### config.mk
export PLATFORM = sky130hd
export DESIGN_NAME = ipml_fifo_burst_framer
export DESIGN_NICKNAME = d
export VERILOG_FILES = /design/src/rtl/ipml_burst_framer_pkg.sv /design/src/rtl/ipml_burst_timeout_cnt.sv /design/src/rtl/ipml_fifo_burst_framer.sv
export SDC_FILE = /design/constraint.sdc
export NUM_CORES = 1
export LEC_CHECK = 0
export BUFFER_PORTS_ARGS = -buffer_cell sky130_fd_sc_hd__buf_2
export CAP_MARGIN = 10
export CORE_MARGIN = 2
export CORE_UTILIZATION = 30
export CTS_CLUSTER_SIZE = 28
export DETAILED_ROUTE_END_ITERATION = 12
export GPL_TIMING_DRIVEN = 0
export HOLD_SLACK_MARGIN = 0.05
export PLACE_DENSITY_LB_ADDON = 0.15
export SETUP_SLACK_MARGIN = 0.05
export SLEW_MARGIN = 20
export SYNTH_ARGS = -nofsm -noshare
export SYNTH_HDL_FRONTEND = slang
export SYNTH_HIERARCHICAL = 1
export SYNTH_SLANG_ARGS = --single-unit
### constraint.sdc
create_clock -name clk -period 5.6 [get_ports clk]
set_input_delay 0.84 -clock clk [delete_from_list [all_inputs] [get_ports clk]]
set_output_delay 0.84 -clock clk [all_outputs]
set_load 0.02 [all_outputs]
### src/rtl/ipml_burst_framer_pkg.sv
// ipml_burst_framer_pkg: shared FSM encoding and parameter defaults for the burst framer
package ipml_burst_framer_pkg;
  localparam int DEF_DATA_WIDTH    = 32;
  localparam int DEF_BURST_LEN_MAX = 16;
  localparam int DEF_LEN_WIDTH     = 5;
  localparam int DEF_TO_WIDTH      = 8;
  typedef enum logic [1:0] {IDLE = 2'd0, HOLD = 2'd1, SEND = 2'd2} state_e;
endpackage

### src/rtl/ipml_burst_timeout_cnt.sv
// ipml_burst_timeout_cnt: idle timer that raises flush once a nonzero timeout elapses
module ipml_burst_timeout_cnt
  import ipml_burst_framer_pkg::*;
#(
  parameter int c_TO_WIDTH = DEF_TO_WIDTH
) (
  input  logic                  clk,
  input  logic                  rst_n,
  input  logic                  run,
  input  logic                  xfer,
  input  logic [c_TO_WIDTH-1:0] timeout,
  output logic                  flush,
  output logic                  flush_nxt
);
  logic [c_TO_WIDTH-1:0] cnt;
  logic hit;
  assign hit       = run && timeout != '0 && cnt == timeout;
  assign flush_nxt = hit | (flush & ~xfer);
  always_ff @(posedge clk or negedge rst_n)
    if (!rst_n) begin
      cnt   <= '0;
      flush <= 1'b0;
    end else begin
      cnt   <= run ? cnt + 1'b1 : '0;
      flush <= flush_nxt;
    end
endmodule

### src/rtl/ipml_fifo_burst_framer.sv
// ipml_fifo_burst_framer: frames a prefetch-FIFO word stream into sop/eop bursts,
// closing a short burst once the input has been idle for the timeout.
module ipml_fifo_burst_framer
  import ipml_burst_framer_pkg::*;
#(
  parameter int c_DATA_WIDTH    = DEF_DATA_WIDTH,
  parameter int c_BURST_LEN_MAX = DEF_BURST_LEN_MAX,
  parameter int c_LEN_WIDTH     = DEF_LEN_WIDTH,
  parameter int c_TO_WIDTH      = DEF_TO_WIDTH
) (
  input  logic                    clk,
  input  logic                    rst_n,
  input  logic [c_DATA_WIDTH-1:0] in_data,
  input  logic                    in_vld,
  output logic                    in_en,
  input  logic [c_LEN_WIDTH-1:0]  burst_len,
  input  logic [c_TO_WIDTH-1:0]   timeout,
  output logic [c_DATA_WIDTH-1:0] out_data,
  output logic                    out_vld,
  input  logic                    out_rdy,
  output logic                    out_sop,
  output logic                    out_eop
);
  localparam logic [c_LEN_WIDTH-1:0] LEN_MAX = c_LEN_WIDTH'(c_BURST_LEN_MAX);
  localparam logic [c_LEN_WIDTH-1:0] ONE     = c_LEN_WIDTH'(1);
  state_e state, state_nxt;
  logic [c_DATA_WIDTH-1:0] hold_data;
  logic [c_LEN_WIDTH-1:0] beat_idx, len_q, beat_nxt, len_nxt, len_eff;
  logic hold_vld, hold_nxt, last, last_nxt, flush, flush_nxt, run, xfer, pop;
  // HOLD emits only once the next word proves this one is not the burst end
  assign hold_vld = state != IDLE;
  assign last     = beat_idx == len_q - ONE;
  assign out_vld  = state == SEND || (state == HOLD && in_vld);
  assign out_eop  = hold_vld & (last | flush);
  assign out_sop  = hold_vld & (beat_idx == '0);
  assign out_data = hold_data;
  assign xfer     = out_vld & out_rdy;
  assign in_en    = ~hold_vld | xfer;
  assign pop      = in_vld & in_en;
  assign run      = hold_vld & ~last & ~in_vld & ~flush;
  assign len_eff  = (burst_len == '0 || burst_len > LEN_MAX) ? LEN_MAX : burst_len;
  always_comb begin
    beat_nxt  = xfer ? (out_eop ? '0 : beat_idx + ONE) : beat_idx;
    len_nxt   = (pop && beat_nxt == '0) ? len_eff : len_q;
    hold_nxt  = pop | (hold_vld & ~xfer);
    last_nxt  = beat_nxt == len_nxt - ONE;
    state_nxt = !hold_nxt ? IDLE : (last_nxt || flush_nxt) ? SEND : HOLD;
  end
  always_ff @(posedge clk or negedge rst_n)
    if (!rst_n) begin
      state     <= IDLE;
      hold_data <= '0;
      beat_idx  <= '0;
      len_q     <= '0;
    end else begin
      state    <= state_nxt;
      beat_idx <= beat_nxt;
      len_q    <= len_nxt;
      if (pop) hold_data <= in_data;
    end
  ipml_burst_timeout_cnt #(.c_TO_WIDTH(c_TO_WIDTH)) u_timeout (
    .clk       (clk),
    .rst_n     (rst_n),
    .run       (run),
    .xfer      (xfer),
    .timeout   (timeout),
    .flush     (flush),
    .flush_nxt (flush_nxt)
  );
endmodule

* Word level (Yosys, flattened, before mapping)
Index checks and enable logic that the tools add are counted.
** Word-level totals
- Input port bits :: 49
- Output and inout bits :: 36
- Register bits after elaboration :: 53
- Word-level logic and storage cells :: 53
** Cells by class
- Add/sub/neg operators :: 4
- Magnitude comparators :: 1
- Mux-type cells :: 7
- Bitwise operators :: 18
- Reduce and logical (&&, ||, !) cells :: 12
- Equality and inequality tests :: 5
** Operator list (number)
- $mux 5 :: 4
- $logic_not 5->1 :: 3
- $eq 5x5->1 :: 2
- $sub 5x1->5 const B :: 2
- $and 1x1->1 :: 9
- $add 8x1->8 const B :: 1
- $eq 8x8->1 :: 1
- $mux 8 :: 1
- $reduce_bool 8->1 :: 1
- $add 5x1->5 const B :: 1
- $gt 5x5->1 const B :: 1
- $not 1->1 :: 5
- $logic_and 1x1->1 :: 4
- $mux 2 :: 2
- $or 1x1->1 :: 4
- $logic_or 1x1->1 :: 3
- $eq 2x1->1 const B :: 1
- $eq 2x2->1 const B :: 1
- $reduce_bool 2->1 :: 1

* Longest topological paths before layout
Gate-level depths: netlist (run 1).
- Depth in word-level cells :: 14
- Mapped depth :: 12
- Gate-level depth less buffers :: 12

* Modules after synthesis
Netlist (run 1), hierarchy kept.
** Modules (own cells, without submodules)
- ipml_fifo_burst_framer :: cells an instance 219, times used 1, seq. area each 1101.1 um^2, area an instance 2439.8 um^2
- ipml_burst_timeout_cnt :: cells an instance 46, times used 1, seq. area each 225.2 um^2, area an instance 491.7 um^2

* Worst setup path after synthesis (run 1)
No wires, ideal clock.
- Kind :: input to register
- From :: input port out_rdy
- To :: register state[1]
- Buffers on the path :: 0
- Cell stages on the path :: 11
- Required time :: 5.477 ns
- Data arrival time :: 2.816 ns
- Setup slack :: 2.661 ns
- Library setup time :: 0.123 ns
- Path through :: and3b_4 -> a31oi_4 -> inv_4 -> a2bb2oi_2 -> a221o_1 -> a21o_1 -> nor2_2 -> a221oi_2 -> mux2i_1 -> a31o_1 -> o221a_1
** Between the ends
- Cells in the longest elaborated chain, start to end :: 10
- Elaborated cells between the ends (all ways) :: 17
- Classes of those cells :: add/sub (1); eq/ne (1); mux (4); bitwise (8); reduce/logical (3)
** Ends and longest elaborated chain
- start: declaration :: line ipml_fifo_burst_framer.sv:20 : input logic out_rdy,
- $and 1x1->1 * :: line ipml_fifo_burst_framer.sv:37 : assign xfer = out_vld & out_rdy;
- named net xfer :: line ipml_fifo_burst_framer.sv:29 : logic hold_vld, hold_nxt, last, last_nxt, flush, flush_nxt, run, xfer, pop;
- $mux 5 or $or 1x1->1 (tied branches) :: line ipml_fifo_burst_framer.sv:43, ipml_fifo_burst_framer.sv:38
- $logic_not 5->1 or $and 1x1->1 (tied branches) :: line ipml_fifo_burst_framer.sv:44, ipml_fifo_burst_framer.sv:39
- $logic_and 1x1->1 :: line ipml_fifo_burst_framer.sv:44 : len_nxt = (pop && beat_nxt == '0) ? len_eff : len_q;
- $mux 5 :: line ipml_fifo_burst_framer.sv:44
- $sub 5x1->5 :: line ipml_fifo_burst_framer.sv:46 : last_nxt = beat_nxt == len_nxt - ONE;
- $eq 5x5->1 :: line ipml_fifo_burst_framer.sv:46
- $logic_or 1x1->1 :: line ipml_fifo_burst_framer.sv:47 : state_nxt = !hold_nxt ? IDLE : (last_nxt || flush_nxt) ? SEND : HOLD;
- $mux 2 :: line ipml_fifo_burst_framer.sv:47
- $mux 2 * :: line ipml_fifo_burst_framer.sv:47
- named net state_nxt[1] :: line ipml_fifo_burst_framer.sv:26 : state_e state, state_nxt;
- end signal: assignment :: line ipml_fifo_burst_framer.sv:56 : state <= state_nxt;
- end: declaration :: line ipml_fifo_burst_framer.sv:26
The timed path passes the listed nets; every way through them passes the cells marked *.
A chain may end at the register's enable or synchronous reset.

* Final worst setup path (run 1)
- From :: register len_q[0]
- To :: output port out_eop
** Between the ends
- Cells in the longest elaborated chain, start to end :: 4
** Ends and longest elaborated chain
- start: declaration :: line ipml_fifo_burst_framer.sv:28 : logic [c_LEN_WIDTH-1:0] beat_idx, len_q, beat_nxt, len_nxt, len_eff;
- start signal: assignment :: line ipml_fifo_burst_framer.sv:58 : len_q <= len_nxt;
- $sub 5x1->5 :: line ipml_fifo_burst_framer.sv:32 : assign last = beat_idx == len_q - ONE;
- $eq 5x5->1 :: line ipml_fifo_burst_framer.sv:32
- $or 1x1->1 :: line ipml_fifo_burst_framer.sv:34 : assign out_eop = hold_vld & (last | flush);
- $and 1x1->1 :: line ipml_fifo_burst_framer.sv:34
- end: declaration :: line ipml_fifo_burst_framer.sv:22 : output logic out_eop
No other way between the ends.

==> impl_metrics.py, run 1 <==
metrics = {
    "logic_synthesis": {
        "synthXorXnorAreaFrac": 0.06573,
        "synth_area_sq_mm": 0.002932,
        "ys_seq_area_frac": 0.4524,
        "synth-compound-area-share": 0.1285,
        "ys_types": 61,
        "ys_warn_count": 6,
        "netlist_top_cells_area": "dfrtp_1, mux2_2, xnor2_1, inv_1, ha_1",
        "synthArstFlopShare": 1.000,
        "synth_edf_count": 0,
        "syn-num-nets": 319,
        "synthFlopType": "dfrtp_1",
        "yosysTopAreaCellShare": 0.4524,
        "synth_top_family_by_area": "multiplexers",
        "synth_mux_area_frac": 0.1434,
        "synthSimpleGateAreaFrac": 0.1379,
        "synthAdderAreaFrac": 0.02475,
        "ys_seq_elements": 53,
        "synth_top_cell_by_area": "dfrtp_1",
        "syn-instance-count": 265,
        "avgSynthCellArea_sq_um": 11.06,
    },
    "floorplanning": {
        "coreArea_sq_mm": 0.009639,
        "initial_core_util": 0.3041,
        "io_pins": 85,
        "dieArea_sq_mm": 0.01058,
        "chipHeight_microns": 102.9,
        "rows": 36,
        "die_width_microns": 102.9,
    },
    "detailed_routing": {
        "drt_wl_total_mm": 6.470,
        "vias": 2235,
        "top_layer_used": "met4",
        "met2_length_mm": 3.098,
        "wl_met1_mm": 3.100,
        "dr_wl_met3_microns": 244,
        "wl_per_cell_microns": 13.20,
        "via_per_inst": 4.561,
        "drtIter0Drc": 65,
        "drt-pass1-iter-count": 4,
        "drc_errors": 0,
        "ant_nets": 0,
    },
    "placed_design": {
        "dpl.cell_count": 482,
        "port_buffers": 84,
        "placed_cell_area_sq_mm": 0.003527,
        "place.gp.congestion": 0.7746,
        "hpwlAfterDp_mm": 4.964,
    },
    "timing": {
        "hold_viol": 0,
        "worstMarginPinSlew_ns": 0.7885,
        "fin_crit_sh": 0.5691,
        "setup_viol": 0,
        "grt_setup_unrepaired": "false",
        "setup_tns_ns": 0,
        "slew_violations": 0,
        "relSlewSlack": 0.4727,
        "period_needed_ns": 3.187,
        "skew_ns": 0.005965,
        "fmax_mhz": 313.8,
    },
    "clocking": {
        "cts.path.max_buffers": 2,
        "cts_num_sinks": 53,
        "htreeDepth": 2,
        "postCtsSetupBuffers": 0,
        "insertion_delay_ns": 0.30,
        "path_clk_slew_ns": 0.09,
        "cts_tree": "built",
        "cts_resized": 0,
        "cts_root_buffer": "clkbuf_8",
        "ctsHoldBuffers": 0,
        "numCtsBuffers": 5,
    },
    "worst_setup_path": {
        "critPathKind": "reg2out",
        "worst_setup_path_end_kind": "output pin",
        "crit_required_ns": 4.76,
        "cp_max_fo": 7,
        "startpoint_type": "register",
        "worst_ep_arrival_time_ns": 2.35,
    },
    "pwr": {
        "ir_drop_mv": 0.2132,
        "power.density_mw_per_mm2": 479.1,
        "p_leak_nw": 1.645,
    },
    "cells_and_area": {
        "diodes": 0,
        "fin_cells": 490,
        "multi_input_area_sq_mm": 0.001473,
        "fillCellCount": 1013,
        "fin_nets": 410,
        "drive_gt1_frac": 0.4034,
        "areaGrowthSynthToFinish_pct": 24.11,
        "stdcell_area_sq_mm": 0.003638,
        "regArea_sq_mm": 0.001326,
    },
    "global_route": {
        "gr-usage-all-layers": 0.1224,
        "grt_pass1_wl_mm": 10.08,
        "grt_max_degree": 54,
        "grt_pass1_vias": 2050,
        "grt_overflow": 0,
        "antenna_found_initial": 0,
    },
    "status": {
        "outcome": "finished clean",
    },
    "worst_hold_path": {
        "hold_class": "reg2reg",
    },
    "job": {
        "max_cap_violations": 0,
    },
}
cell families after synthesis:
group                    count (synthesis)
AO/OA/AOI/OAI                           42
XOR/XNOR                                22
adder cells (fa/ha/maj)                  6
buffers and inverters                   31
flip-flops                              53
multiplexers                            38
AND/OR/NAND/NOR                         73
cells in the final DEF (no fill, tap or decap), types with 6 or more instances in the layout:
| cell | instances |
|---|---|
| inv_1 | 20 |
| dfrtp_1 | 53 |
| and2_1 | 8 |
| nand2_1 | 15 |
| o21ai_0 | 6 |
| nor2_1 | 13 |
| a21oi_1 | 6 |
| mux2_2 | 32 |
| buf_2 | 84 |
| mux2i_1 | 6 |
| xnor2_1 | 20 |
per-layer routing:
| metal | track usage | vias up |
|---|---|---|
| met5 | 0 | - |
| met4 | 0.02429 | 0 |
| met1 | 0.1772 | 1078 |
| met2 | 0.1890 | 49 |
| li1 | - | 1106 |
| met3 | 0.02780 | 2 |
power breakdown:
group,switching [mW],total (mW),internal [mW]
clock,0.127,0.261,0.134
combinational,0.492,0.870,0.378
sequential,0.0993,0.612,0.513
state kept, by name, summed over array words and instances, names as in the netlist:
name	cells
out_data	32
state	2
len_q	5
beat_idx	5
u_timeout/cnt	8
u_timeout/flush	1
worst paths after layout:
kind                                    end  depth (start not counted)         from  slack, ns
setup / recovery                    out_eop                          8     len_q[0]       2.41
hold / removal                  out_data[2]                          1  out_data[2]       0.51
setup reg to reg                   state[1]                         11     len_q[0]       2.44
hold reg to reg                 out_data[2]                          1  out_data[2]       0.51
max in group asynchronous          len_q[3]                          1        rst_n       4.56
min in group asynchronous  u_timeout/cnt[2]                          1        rst_n       0.57
metrics by stage:
step	hold slack (ns)	total power [mW]	worst slack (ns)	utilization
detailed placement	0.4893	1.501	2.263	0.3659
global route	0.5231	1.888	2.079	0.3775
floorplan	0.4807	1.254	2.661	-
global placement	0.4831	1.493	1.977	0.3650
finish	0.5063	1.743	2.413	0.3775
CTS	0.5135	1.768	2.383	0.3775
synthesized netlist by cell type, types with 3 or more instances:
| cell | number |
|---|---|
| dfrtp_1 | 53 |
| mux2_2 | 32 |
| inv_1 | 20 |
| xnor2_1 | 20 |
| nand2_1 | 15 |
| nor2_1 | 13 |
| and2_1 | 8 |
| a21oi_1 | 6 |
| mux2i_1 | 6 |
| o21ai_0 | 6 |
| ha_1 | 5 |
| nand3_1 | 5 |
| nor2b_1 | 5 |
| nand4_1 | 4 |
| nor4_1 | 4 |
| and3_1 | 3 |
| buf_1 | 3 |
| nand2b_1 | 3 |
worst max-delay path, cell delays in order, from the launching register on:
cell and delay (ns):
dfrtp_1 0.49, inv_1 0.07, ha_1 0.31, xnor2_1 0.13, a211o_1 0.26, a211oi_4 0.39, o22ai_1 0.17, inv_1 0.08
buf_2 0.16
layout make-up:
cell class | instances | share of cell area
Clock buffer | 6 | 0.01994
Sequential cell | 53 | 0.3645
Timing Repair Buffer | 84 | 0.1162
Inverter | 22 | 0.02338
Multi-Input combinational cell | 181 | 0.4047
Buffer | 9 | 0.01479
Clock inverter | 2 | 0.01066
Tap cell | 133 | 0.04574
No activity file was read; power rests on OpenSTA's default activity.
==> inputs of run 2 (changes only) <==
--- a/config.mk
+++ b/config.mk
@@ -5,6 +5,7 @@
 export SDC_FILE = /design/constraint.sdc
 export NUM_CORES = 1
 export LEC_CHECK = 0
+export ABC_AREA = 1
 export BUFFER_PORTS_ARGS = -buffer_cell sky130_fd_sc_hd__buf_2
 export CAP_MARGIN = 10
 export CORE_MARGIN = 2
==> constraint.sdc (replaced) <==
create_clock -name clk -period 2.6 [get_ports clk]
set_input_delay 0.39 -clock clk [delete_from_list [all_inputs] [get_ports clk]]
set_output_delay 0.39 -clock clk [all_outputs]
set_load 0.02 [all_outputs]
==> run 2 against run 1 <==
  * The run now ends with negative setup slack left
  * Synthesized cell count increased by 52%
  * Clock-buffer cell count decreased by 1
  * Sequential share of layout area decreased by 1.6 points
  * Sequential power rose by 130%
  * Sequential cell count stayed put
  * Hold slack got worse by 0.39 ns
  * Clock skew about the same
  * Total power is 140% higher
  * Combinational power increased to 2.6 times the previous value
  * Critical path depth rose by 16
  * Area after synthesis stayed put
  * Highest routed layer unchanged
==> impl_metrics.py, run 2 <==
metrics = {
    "worst_setup_path": {
        "cp_max_fo": 7,
        "r2r-end": "state[0]",
        "crit_slowest_cell": "dfrtp_1",
        "cpPeakStageDelay_ns": 0.40,
        "reg2reg_slack_ns": -0.16,
        "startpoint_type": "register",
        "crit_required_ns": 2.82,
        "worst_ep_arrival_time_ns": 2.98,
        "timing.rr.start": "len_q[0]",
        "cp_top_family": "simple AND/OR/NAND/NOR gates",
        "worst_setup_path_end_kind": "register",
        "reg2regPathDepth": 24,
        "critPathKind": "reg2reg",
        "cp_cell_sequence": "inv_2 > ha_4 > nand2_2 > inv_2 > nor2_1 > nand2_1 > nor2_1 > nand2_1 > o21bai_4 > nand2_2 > nand2_2 > nand2_4 > nor2_8 > nand3_4 > nand2_2 > nand2_4 > inv_4 > nand3_4 > nand3_2 > nand2_1 > nor2_2 > nand2_2 > nand2_1 > nor2_1",
        "path_buf_inv": 3,
        "crit_top_cell": "nand2_2",
    },
    "floorplanning": {
        "rows": 36,
        "coreArea_sq_mm": 0.009639,
        "chipHeight_microns": 102.9,
        "die_width_microns": 102.9,
        "dieArea_sq_mm": 0.01058,
        "io_pins": 85,
        "initial_core_util": 0.3041,
    },
    "pwr": {
        "p_seq_frac": 0.325,
        "combPwrFrac": 0.533,
        "p_sw_mw": 2.006,
        "swShare": 0.4728,
        "fin_total_pwr_mw": 4.243,
        "p_leak_nw": 2.146,
        "ir_drop_mv": 0.5125,
        "intPower_mw": 2.237,
        "power.density_mw_per_mm2": 1114,
        "clockPowerShare": 0.142,
    },
    "clocking": {
        "cts_num_sinks": 53,
        "path_clk_slew_ns": 0.11,
        "htreeDepth": 2,
        "cts_root_buffer": "clkbuf_8",
        "numCtsBuffers": 5,
        "cts_tree": "built",
        "cts.path.max_buffers": 2,
        "insertion_delay_ns": 0.31,
        "ctsHoldBuffers": 0,
    },
    "logic_synthesis": {
        "netlist_top_cells_area": "dfrtp_1, nand2_1, inv_1, nor2_1, nand3_1",
        "ys_top_cells_by_count": "nand2_1, dfrtp_1, inv_1",
        "yosysTopAreaCellShare": 0.4524,
        "synthArstFlopShare": 1.000,
        "syn-num-nets": 458,
        "synth_area_sq_mm": 0.002932,
        "ys_seq_area_frac": 0.4524,
        "ys_types": 29,
        "synth_top_cell_by_area": "dfrtp_1",
        "ys_seq_elements": 53,
        "avgSynthCellArea_sq_um": 7.256,
        "synth_most_common_cell": "nand2_1",
        "syn-instance-count": 404,
        "ys_warn_count": 6,
        "synthFlopType": "dfrtp_1",
        "synth_edf_count": 0,
    },
    "cells_and_area": {
        "diodes": 0,
        "areaGrowthSynthToFinish_pct": 29.96,
        "fin_nets": 558,
        "drive_gt1_frac": 0.3010,
        "mostFrequentLayoutCells": "nand2_1, buf_2, dfrtp_1, inv_1, nor2_1",
        "final_common_cell": "nand2_1",
        "fin_cells": 638,
        "fillCellCount": 1083,
        "largest_reg_flops": 32,
    },
    "job": {
        "max_cap_violations": 0,
    },
    "placed_design": {
        "port_buffers": 84,
        "hpwlAfterDp_mm": 5.090,
        "place.gp.congestion": 0.8081,
        "dpl.cell_count": 621,
        "place_ws_ns": -0.2926,
    },
    "status": {
        "violations": "negative setup slack",
        "outcome": "complete, but fails checks",
    },
    "timing": {
        "hold_viol": 0,
        "grt_setup_unrepaired": "true",
        "relSlewSlack": 0.5180,
        "setup_ws_ns": -0.1643,
        "period_needed_ns": 2.764,
        "slew_violations": 0,
        "fmax_mhz": 361.8,
        "fin_crit_sh": 1.063,
        "worstMarginPinSlew_ns": 0.7175,
        "skew_ns": 0.006250,
        "setup_viol": 2,
    },
    "global_route": {
        "grt_pass1_wl_mm": 11.49,
        "grt_overflow": 0,
        "antenna_found_initial": 0,
        "grt_pass1_vias": 2558,
        "gr-usage-all-layers": 0.1370,
        "grt_max_degree": 54,
    },
    "detailed_routing": {
        "drtIter0Drc": 50,
        "drt-pass1-iter-count": 4,
        "vias": 2710,
        "ant_nets": 0,
        "wl_per_cell_microns": 10.81,
        "drc_errors": 0,
        "via_per_inst": 4.248,
        "drt_wl_total_mm": 6.896,
    },
    "worst_hold_path": {
        "hold_class": "in2async",
    },
}
-- run 2: worst max path at each step --
stage / start / end / slack, ns / cells past startpoint
6_report: len_q[0] / state[0] / -0.16 / 24
5_1_grt: len_q[0] / state[0] / -0.39 / 24
4_1_cts: len_q[0] / state[0] / -0.21 / 24
3_5_place_dp: len_q[0] / state[0] / -0.29 / 24
3_3_place_gp: len_q[0] / state[0] / -0.29 / 24
2_1_floorplan: len_q[0] / state[0] / 0.13 / 24
-- run 2: cell families after synthesis --
group                      synth area share
xor gates and xnor gates           0.002988
buffers and inverters               0.08621
DFF                                  0.4524
adders and majority gates           0.02134
and+or+nand+nor                      0.3927
AOI/OAI and AO/OA                   0.04439
-- run 2: through the flow --
| stage | hold WS, ns | TNS, ns | util | instance area, sq um |
|---|---|---|---|---|
| after detailed placement | 0.4592 | -0.5688 | 0.3653 | 3521 |
| after global routing | 0.1616 | -0.8667 | 0.3952 | 3810 |
| after CTS | 0.1454 | -0.4014 | 0.3893 | 3752 |
| final | 0.1169 | -0.3230 | 0.3952 | 3810 |
| after floorplan | 0.09441 | 0 | - | 2932 |
| after global placement | 0.4572 | -0.5674 | 0.3650 | 3518 |
-- run 2: layout make-up --
class	instances	area [sq um]	area share
Clock inverter	3	50.05	0.01314
Inverter	61	231.5	0.06076
Timing Repair Buffer	93	493.0	0.1294
Buffer	6	22.52	0.005911
Tap cell	133	166.4	0.04368
Multi-Input combinational cell	284	1451	0.3810
Sequential cell	53	1326	0.3481
Clock buffer	5	68.82	0.01806
-- run 2: metal layers --
metal | track usage | vias up | wire (microns)
met5 | 0 | - | 0
met4 | 0.02733 | 0 | 42
met3 | 0.04000 | 4 | 493
met2 | 0.2217 | 74 | 3123
met1 | 0.1844 | 1211 | 3237
li1 | - | 1421 | -
-- run 2: power by group through the flow --
stage | registers (mW) | clock network (mW) | logic (mW)
floorplan | 1.66 | 0 | 1.18
global placement | 1.38 | 0 | 2.04
detailed placement | 1.38 | 0 | 2.08
CTS | 1.38 | 0.629 | 2.21
global route | 1.42 | 0.662 | 2.53
finish | 1.38 | 0.603 | 2.26
-- run 2: timing repair --
| item | CTS | global route |
|---|---|---|
| cloned | 0 | 0 |
| resized for setup | 12 | 15 |
| buffers inserted | 8 | 1 |
| pin swaps | 17 | 12 |
| endpoints found under the setup margin | 3 | 4 |
-- run 2: worst reg2reg max path: stages, from the launching register on --
cell and delay [ns]:
dfrtp_1 0.40, inv_2 0.09, ha_4 0.21, nand2_2 0.06
inv_2 0.03, nor2_1 0.07, nand2_1 0.06, nor2_1 0.09
nand2_1 0.09, o21bai_4 0.17, nand2_2 0.11, nand2_2 0.10
nand2_4 0.08, nor2_8 0.16, nand3_4 0.16, nand2_2 0.14
nand2_4 0.08, inv_4 0.07, nand3_4 0.07, nand3_2 0.07
nand2_1 0.06, nor2_2 0.11, nand2_2 0.08, nand2_1 0.06
nor2_1 0.03
